**config.mk**
```make
export PLATFORM = sky130hd
export DESIGN_NAME = delay_timer_scheduler
export DESIGN_NICKNAME = d
export VERILOG_FILES = /design/src/rtl/delay_sched_pkg.sv /design/src/rtl/rr_arbiter.sv /design/src/rtl/delay_timer_scheduler.sv
export SDC_FILE = /design/constraint.sdc
export NUM_CORES = 1
export LEC_CHECK = 0
export CAP_MARGIN = 20
export CORE_MARGIN = 2
export CORE_UTILIZATION = 41
export DETAILED_ROUTE_END_ITERATION = 7
export GPL_ROUTABILITY_DRIVEN = 0
export PLACE_DENSITY = 0.82
export SLEW_MARGIN = 20
export SYNTH_ARGS = -nofsm -noshare
export SYNTH_HDL_FRONTEND = slang
export SYNTH_SLANG_ARGS = --single-unit
```
**constraint.sdc**
```tcl
create_clock -name i_Clk -period 1.7 [get_ports i_Clk]
set_input_delay 0.17 -clock i_Clk [delete_from_list [all_inputs] [get_ports i_Clk]]
set_output_delay 0.17 -clock i_Clk [all_outputs]
set_load 0.01 [all_outputs]
```
**src/rtl/delay_sched_pkg.sv**
```systemverilog
// Shared types, defaults and helpers for the delay-timer scheduler.
// States of the timer-ownership FSM and the index-to-one-hot decode.
// Imported by the scheduler top and its arbiter.
package delay_sched_pkg;

  localparam int DEF_N_REQ = 4;
  localparam int DEF_W     = 8;
  localparam int MAX_REQ   = 8;

  typedef enum logic [2:0] {
    ST_IDLE   = 3'd0,
    ST_LOAD   = 3'd1,
    ST_RUN    = 3'd2,
    ST_DONE   = 3'd3,
    ST_CANCEL = 3'd4
  } sched_state_t;

  // Decode a requester index into a one-hot vector wide enough for any legal N_REQ.
  function automatic logic [MAX_REQ-1:0] sched_onehot(input logic [2:0] idx);
    sched_onehot = MAX_REQ'(1) << idx;
  endfunction

endpackage

```
**src/rtl/rr_arbiter.sv**
```systemverilog
// Round-robin pick of one requester, search starting at ptr and wrapping.
// Latency: purely combinational, zero cycles.
// Backpressure: none; en low forces no winner so requests just wait.
module rr_arbiter #(
  parameter int  N  = 4,
  localparam int IW = (N > 1) ? $clog2(N) : 1
) (
  input  logic [N-1:0]  req,
  input  logic [IW-1:0] ptr,
  input  logic          en,
  output logic [IW-1:0] idx,
  output logic          vld
);

  // Scan from the farthest offset back to the pointer so the nearest request wins.
  always_comb begin
    int c;
    c   = 0;
    idx = '0;
    vld = 1'b0;
    for (int off = N - 1; off >= 0; off--) begin
      c = int'(ptr) + off;
      if (c >= N) c = c - N;
      if (en && req[c]) begin
        idx = IW'(c);
        vld = 1'b1;
      end
    end
  end

endmodule

```
**src/rtl/delay_timer_scheduler.sv**
```systemverilog
// Shares one delay timer among N_REQ requesters, one weighted-width pulse at a time.
// Latency: grant the cycle after a request is seen in IDLE, pulse from the cycle after that.
// Backpressure: requests are held levels; non-owners wait, owner drop during the pulse cancels it.
module delay_timer_scheduler
  import delay_sched_pkg::*;
#(
  parameter int  N_REQ    = DEF_N_REQ,
  parameter int  W        = DEF_W,
  parameter int  PRESCALE = 1,
  localparam int IW       = (N_REQ > 1) ? $clog2(N_REQ) : 1
) (
  input  logic               i_Clk,
  input  logic               i_Rst,
  input  logic [N_REQ-1:0]   i_req,
  input  logic [N_REQ*W-1:0] i_wb,
  output logic [N_REQ-1:0]   o_grant,
  output logic [IW-1:0]      o_owner,
  output logic               o_busy,
  output logic               o_pulse,
  output logic [N_REQ-1:0]   o_done
);

  localparam int PW = (PRESCALE > 1) ? $clog2(PRESCALE) : 1;

  sched_state_t     state;
  logic [IW-1:0]    owner;
  logic [IW-1:0]    ptr;
  logic [IW-1:0]    ptr_next;
  logic [W-1:0]     cnt;
  logic [W-1:0]     wb_sel;
  logic [IW-1:0]    win_idx;
  logic             win_vld;
  logic             pre_wrap;
  logic [N_REQ-1:0] owner_oh;

  rr_arbiter #(.N(N_REQ)) u_arb (
    .req (i_req),
    .ptr (ptr),
    .en  (state == ST_IDLE),
    .idx (win_idx),
    .vld (win_vld)
  );

  assign wb_sel   = i_wb[owner*W +: W];
  assign ptr_next = (owner == IW'(N_REQ - 1)) ? '0 : owner + IW'(1);
  assign owner_oh = N_REQ'(sched_onehot(3'(owner)));

  // Prescaler only exists when a timer count spans more than one clock.
  if (PRESCALE > 1) begin : g_pre
    logic [PW-1:0] pre;

    // Count 0..PRESCALE-1 while the pulse runs; held at zero otherwise.
    always_ff @(posedge i_Clk) begin
      if (i_Rst || state != ST_RUN) pre <= '0;
      else if (pre_wrap)            pre <= '0;
      else                          pre <= pre + PW'(1);
    end

    assign pre_wrap = (pre == PW'(PRESCALE - 1));
  end else begin : g_nopre
    assign pre_wrap = 1'b1;
  end

  // Ownership FSM: arbitrate, latch width, time the pulse, then release and move the pointer.
  always_ff @(posedge i_Clk) begin
    if (i_Rst) begin
      state <= ST_IDLE;
      owner <= '0;
      ptr   <= '0;
      cnt   <= '0;
    end else begin
      case (state)
        ST_IDLE: begin
          if (win_vld) begin
            owner <= win_idx;
            state <= ST_LOAD;
          end
        end
        ST_LOAD: begin
          cnt   <= wb_sel;
          state <= (wb_sel == '0) ? ST_DONE : ST_RUN;
        end
        ST_RUN: begin
          // Expiry is checked first so it beats a simultaneous cancel.
          if (pre_wrap && cnt == W'(1)) state <= ST_DONE;
          else if (!i_req[owner])       state <= ST_CANCEL;
          else if (pre_wrap)            cnt   <= cnt - W'(1);
        end
        ST_DONE, ST_CANCEL: begin
          ptr   <= ptr_next;
          state <= ST_IDLE;
        end
        default: state <= ST_IDLE;
      endcase
    end
  end

  assign o_busy  = (state != ST_IDLE);
  assign o_pulse = (state == ST_RUN);
  assign o_grant = o_busy ? owner_oh : '0;
  assign o_owner = o_busy ? owner : '0;
  assign o_done  = (state == ST_DONE) ? owner_oh : '0;

endmodule
```
==> results of run 1 <==
==> Yosys cell counts, drive strengths merged, types with 4 or more instances <==
| master | number |
|---|---|
| o32ai | 5 |
| dfxtp | 15 |
| buf | 5 |
| nor3 | 5 |
| ha | 6 |
| nor4 | 4 |
| a21oi | 15 |
| a221oi | 4 |
| inv | 9 |
| nor2 | 14 |
| and2 | 9 |
| mux4 | 9 |
| nand2 | 14 |
| nand2b | 4 |
==> layout make-up <==
cell class	instances	area, um^2	share of cell area (%)
clock buffers	4	26.3	1.11
well taps	46	57.6	2.43
inverters	10	50.0	2.12
multi-input cells	127	1140	48.1
repair buffers	88	783	33.1
flip-flops and latches	15	310	13.1
==> flip-flops by register name (all words and copies together) (netlist names) <==
register,flops
owner,2
ptr,2
cnt,8
state,3
==> how the worst min path moves through the flow <==
stage / slack, ns / endpoint / startpoint
6_report: 0.53 / cnt[7] / cnt[7]
2_1_floorplan: 0.29 / cnt[2] / i_Rst
3_3_place_gp: 0.47 / cnt[5] / cnt[5]
4_1_cts: 0.51 / cnt[6] / cnt[6]
5_1_grt: 0.57 / cnt[7] / cnt[7]
3_5_place_dp: 0.47 / cnt[5] / cnt[5]
==> cells by family after synthesis <==
family | share of synthesized area, %
adder cells (fa/ha/maj) | 5.21
flip-flops | 20.9
multiplexers | 17.6
AND/OR/NAND/NOR | 23.2
buffers and inverters | 7.56
AO/OA/AOI/OAI | 25.6
==> repair_timing <==
action / CTS / global route
hold buffers: 0 / 0
pin swaps: 11 / 8
resized for setup: 41 / 16
setup endpoints to repair: 22 / 20
buffers inserted: 4 / 4
==> metrics by stage <==
stage                     instances  hold slack [ns]
after floorplan                 160            0.288
after global placement          280            0.468
after detailed placement        280            0.472
after CTS                       288            0.509
after global routing            290            0.567
final                           290            0.530
==> worst max-delay path, cell delays in order (launching register included) <==
cell	delay [ns]
dfxtp_2	0.35
buf_6	0.11
or3b_4	0.43
clkinv_8	0.07
o211ai_4	0.08
buf_6	0.14
buf_6	0.11
a21o_1	0.14
a31o_2	0.19
==> power by group <==
part | total [mW] | switching, mW | internal [mW]
clock network | 0.218 | 0.126 | 0.0916
logic | 1.59 | 0.745 | 0.847
registers | 0.511 | 0.0727 | 0.438
==> layer usage <==
layer | vias to the layer above | GRT usage, %
li1 | 780 | -
met5 | - | 0
met1 | 747 | 26.6
met4 | 0 | 6.25
met2 | 75 | 39.5
met3 | 13 | 1.79
==> flow_metrics.tcl, run 1 <==
set metrics [dict create \
    synth_top_area_share_pct 20.9 \
    wl_met1_mm 1.67 \
    htree_levels 1 \
    min-delay-path-class "reg2reg" \
    power_mw 2.32 \
    final_cell_area_mm2 0.00237 \
    worst-setup-path-type "reg2reg" \
    setup_viol 2 \
    cts.path.max_buffers 2 \
    diodes 0 \
    critPathArrivalTime_ns 1.91 \
    p_per_area_mw_per_mm2 981 \
    maxSlewHeadroom_pct 73.2 \
    synth_fp_nets 204 \
    layout_common_cells "37 x clkdlybuf4s50_1, 32 x buf_4, 15 x a21oi_1, 14 x nor2_1, 14 x nand2_1" \
    synth.distinct_cells 48 \
    peakVddDrop_mv 0.434 \
    postPlaceCellArea_mm2 0.00219 \
    drc 0 \
    wl_per_cell_um 14.6 \
    p_leak_nw 0.983 \
    finalHoldViolCount 0 \
    layout_min_cycle_time_ns 1.70 \
    outcome "finished, violations left" \
    crit_end "cnt[4]" \
    end_kind "flop" \
    root_buffer "clkbuf_4" \
    violations "setup timing" \
    tightest_slew_ns 0.398 \
    clk_pin_slew_ns 0.10 \
    mostFrequentLayoutCell "clkdlybuf4s50_1" \
    setup_tns_ns -0.00608 \
    wl_mm 4.22 \
    critPathRequiredTime_ns 1.91 \
    reg2reg_depth 8 \
    timing.rr.start "state[0]" \
    drv_cap 0 \
    io_pins 50 \
    via_count 1615 \
    detailed_place_hpwl_mm 3.19 \
    first_global_vias 1556 \
    pre_cts_slack_ns -0.153 \
    met2_length_mm 2.20 \
    track_usage_pct 21.5 \
    cts_tree "yes" \
    syn_area_mm2 0.00144 \
    ant_nets 0 \
    r2r_setup_slack_ns -0.004 \
    rr_endpoint "cnt[4]" \
    synth_cells 160 \
    grt-ovfl-total 0 \
    ys_seq_area_share_pct 20.9 \
    wl_met3_um 252 \
    clk-insertion-delay-late_ns 0.30 \
    placement.io_buffers 49 \
    cp-start-kind "flop" \
    initial_core_util_pct 42.8 \
    skew_ns 0.00886 \
    max_freq_ghz 0.587 \
    setup_ws_ns -0.00362 \
    drive_gt1_share_pct 35.7 \
    fill_cells 274 \
    cts_buffers 3 \
    yosys_warnings 0 \
    die_area_mm2 0.00400 \
    async_flop_share_pct 0 \
    ys_seq_elements 15 \
    core-area_mm2 0.00336 \
    grt_start_max_net_pins 19 \
    crit_path_max_fanout 6 \
    slew_viol_final 0 \
    syn_area_per_cell_um2 9.00 \
    rows 21 \
    min_period_over_period_pct 100 \
    viasPerCell 5.57 \
    grt_pass1_wl_mm 6.94 \
    synth_edf_count 0 \
    syn_to_final_growth_pct 64.3 \
    synth.area.top_cells "dfxtp_1 21%, mux4_1 9.1%, mux4_2 6.3%, a21oi_1 5.2%, ha_1 5.2%" \
    synth_top_cell_by_area "dfxtp_1" \
    synth_flop_cell "dfxtp_1" \
    dr.max_layer_used "met4" \
    fp.dieH_um 63.3 \
    cts.sink_count 15 \
    die_width_um 63.3 \
    hold_depth 2 \
    worstSetupStartpoint "state[0]" \
    drt_pre_antenna_iters 4 \
    antenna_found_initial 0 \
    utilization_pct 70.3 \
    rsz0062_at_grt "true" \
    finalNetCount 289 \
    drt_iter0_drc 145 \
]
Note: power is estimated with default switching activity, not from simulation.
==> run 2: changes to the inputs <==
Settings changed: CORE_MARGIN 2 to default, PLACE_DENSITY 0.82 to 0.87.
==> run 2 against run 1 <==
Compared with the run above: the flow still finishes with violations (setup timing); utilization rose by 1.3 points; sequential cell count did not move; critical endpoint is now cnt[7]; largest power group unchanged; count of clock-buffer cells in the layout fell by 1; first-iteration DRC count fell by 0.69%; largest cell class unchanged; clock power rose by 3%.
==> flow_metrics.tcl, run 2 (synthesized netlist as in run 1, its figures left out) <==
set metrics [dict create \
    crit_path_max_fanout 4 \
    cts.sink_count 15 \
    slew_viol_final 0 \
    crit_end "cnt[7]" \
    clk-insertion-delay-late_ns 0.30 \
    critPathRequiredTime_ns 1.89 \
    cts_tree "yes" \
    cp-start-kind "flop" \
    io_pins 50 \
    rr_endpoint "cnt[7]" \
    violations "setup timing" \
    grt_start_max_net_pins 19 \
    top_register "cnt" \
    viasPerCell 6.24 \
    max_freq_ghz 0.555 \
    wl_mm 5.52 \
    via_count 1835 \
    initial_core_util_pct 42.8 \
    finalNetCount 293 \
    drive_gt1_share_pct 40.3 \
    final_cell_area_mm2 0.00241 \
    setup_viol 10 \
    rows 21 \
    placement.io_buffers 49 \
    first_global_vias 1593 \
    min_period_over_period_pct 106 \
    root_buffer "clkbuf_4" \
    die_area_mm2 0.00375 \
    tightest_slew_ns 0.387 \
    layout_min_cycle_time_ns 1.80 \
    reg.largest.list "cnt (8), state (3)" \
    placed_cells 278 \
    timing.rr.start "cnt[2]" \
    skew_ns 0.00785 \
    p_per_area_mw_per_mm2 1050 \
    cts.path.max_buffers 2 \
    worstSetupStartpoint "cnt[2]" \
    diodes 0 \
    ant_nets 0 \
    drc 0 \
    finalHoldViolCount 0 \
    largest_register_ffs 8 \
    end_kind "flop" \
    antenna_found_initial 0 \
    drv_cap 0 \
    track_usage_pct 27.2 \
    fp.dieH_um 61.3 \
    outcome "finished, violations left" \
    p_leak_nw 0.982 \
    layout_common_cells "37 x clkdlybuf4s50_1, 31 x buf_4, 15 x a21oi_1, 14 x nand2_1, 13 x nor2_1" \
    hold_ws_ns 0.510 \
    r2r_setup_slack_ns -0.10 \
    worst-setup-path-type "reg2reg" \
    drt_pre_antenna_iters 7 \
    cts_buffers 3 \
    drt_iter0_drc 144 \
    core-area_mm2 0.00336 \
    detailed_place_hpwl_mm 3.30 \
    peakVddDrop_mv 0.568 \
    reg2reg_depth 5 \
    syn_to_final_growth_pct 67.3 \
    min-delay-path-class "reg2reg" \
    postPlaceCellArea_mm2 0.00217 \
    cts_hold_buf 0 \
    pre_cts_slack_ns -0.146 \
    grt_pass1_wl_mm 7.45 \
    critPathArrivalTime_ns 1.99 \
    power_mw 2.52 \
    mostFrequentLayoutCell "clkdlybuf4s50_1" \
    rsz0062_at_grt "true" \
    grt-ovfl-total 0 \
    final_cells 294 \
    hold_depth 2 \
    maxSlewHeadroom_pct 74.0 \
    wl_per_cell_um 18.8 \
    die_width_um 61.3 \
    setup_ws_ns -0.101 \
    htree_levels 1 \
    clk_pin_slew_ns 0.10 \
]
==> run 2: area by class of cell <==
cell class / count / area [um^2]
Clock buffer: 3 / 22.5
Clock inverter: 1 / 5.00
Fill cell: 222 / 953
Inverter: 10 / 55.1
Multi-Input combinational cell: 128 / 1150
Sequential cell: 15 / 317
Tap cell: 46 / 57.6
Timing Repair Buffer: 91 / 803
==> run 2: timing repair <==
| action | 4_1_cts | 5_1_grt |
|---|---|---|
| setup endpoints to repair | 23 | 20 |
| setup buffers | 5 | 6 |
| pin swaps | 2 | 13 |
| resized for setup | 32 | 50 |
| gates cloned | 1 | 0 |
==> run 2: per-stage QoR <==
step | util [%] | TNS, ns
6_report | 71.7 | -0.340
5_1_grt | 71.7 | -0.790
4_1_cts | 67.4 | -0.0465
3_5_place_dp | 64.4 | -1.55
3_3_place_gp | 64.4 | -0.671
2_1_floorplan | - | 0
==> run 2: power breakdown <==
group / total, mW / leakage (nW) / internal [mW] / switching, mW
sequential: 0.516 / 0.126 / 0.440 / 0.0756
combinational: 1.78 / 0.838 / 0.886 / 0.895
clock: 0.224 / 0.0177 / 0.0879 / 0.136
==> run 2: how the worst min path moves through the flow <==
stage           start     end  slack, ns
6_report       cnt[5]  cnt[5]       0.51
5_1_grt        cnt[5]  cnt[5]       0.52
4_1_cts        cnt[5]  cnt[5]       0.49
3_5_place_dp   cnt[5]  cnt[5]       0.48
3_3_place_gp   cnt[5]  cnt[5]       0.47
2_1_floorplan   i_Rst  cnt[2]       0.29
==> run 2: per-layer routing <==
metal	share of wire, %	routed length (um)	global-route usage [%]
met3	10	569	4.41
met2	47	2610	44.6
met1	39	2130	35.3
met4	3.9	213	12.0
met5	0	0	0
==> run 2: worst max-delay path, stage by stage (launching register included) <==
cell	delay, ns
dfxtp_1	0.33
or4_4	0.60
nor4_2	0.21
buf_4	0.18
a2bb2oi_1	0.23
o32ai_1	0.14
==> run 3: changes to the inputs <==
Settings changed: CAP_MARGIN 20 to default.
==> results of run 3 <==
No change in the layout: final DEF, timing and power equal those of run 2.
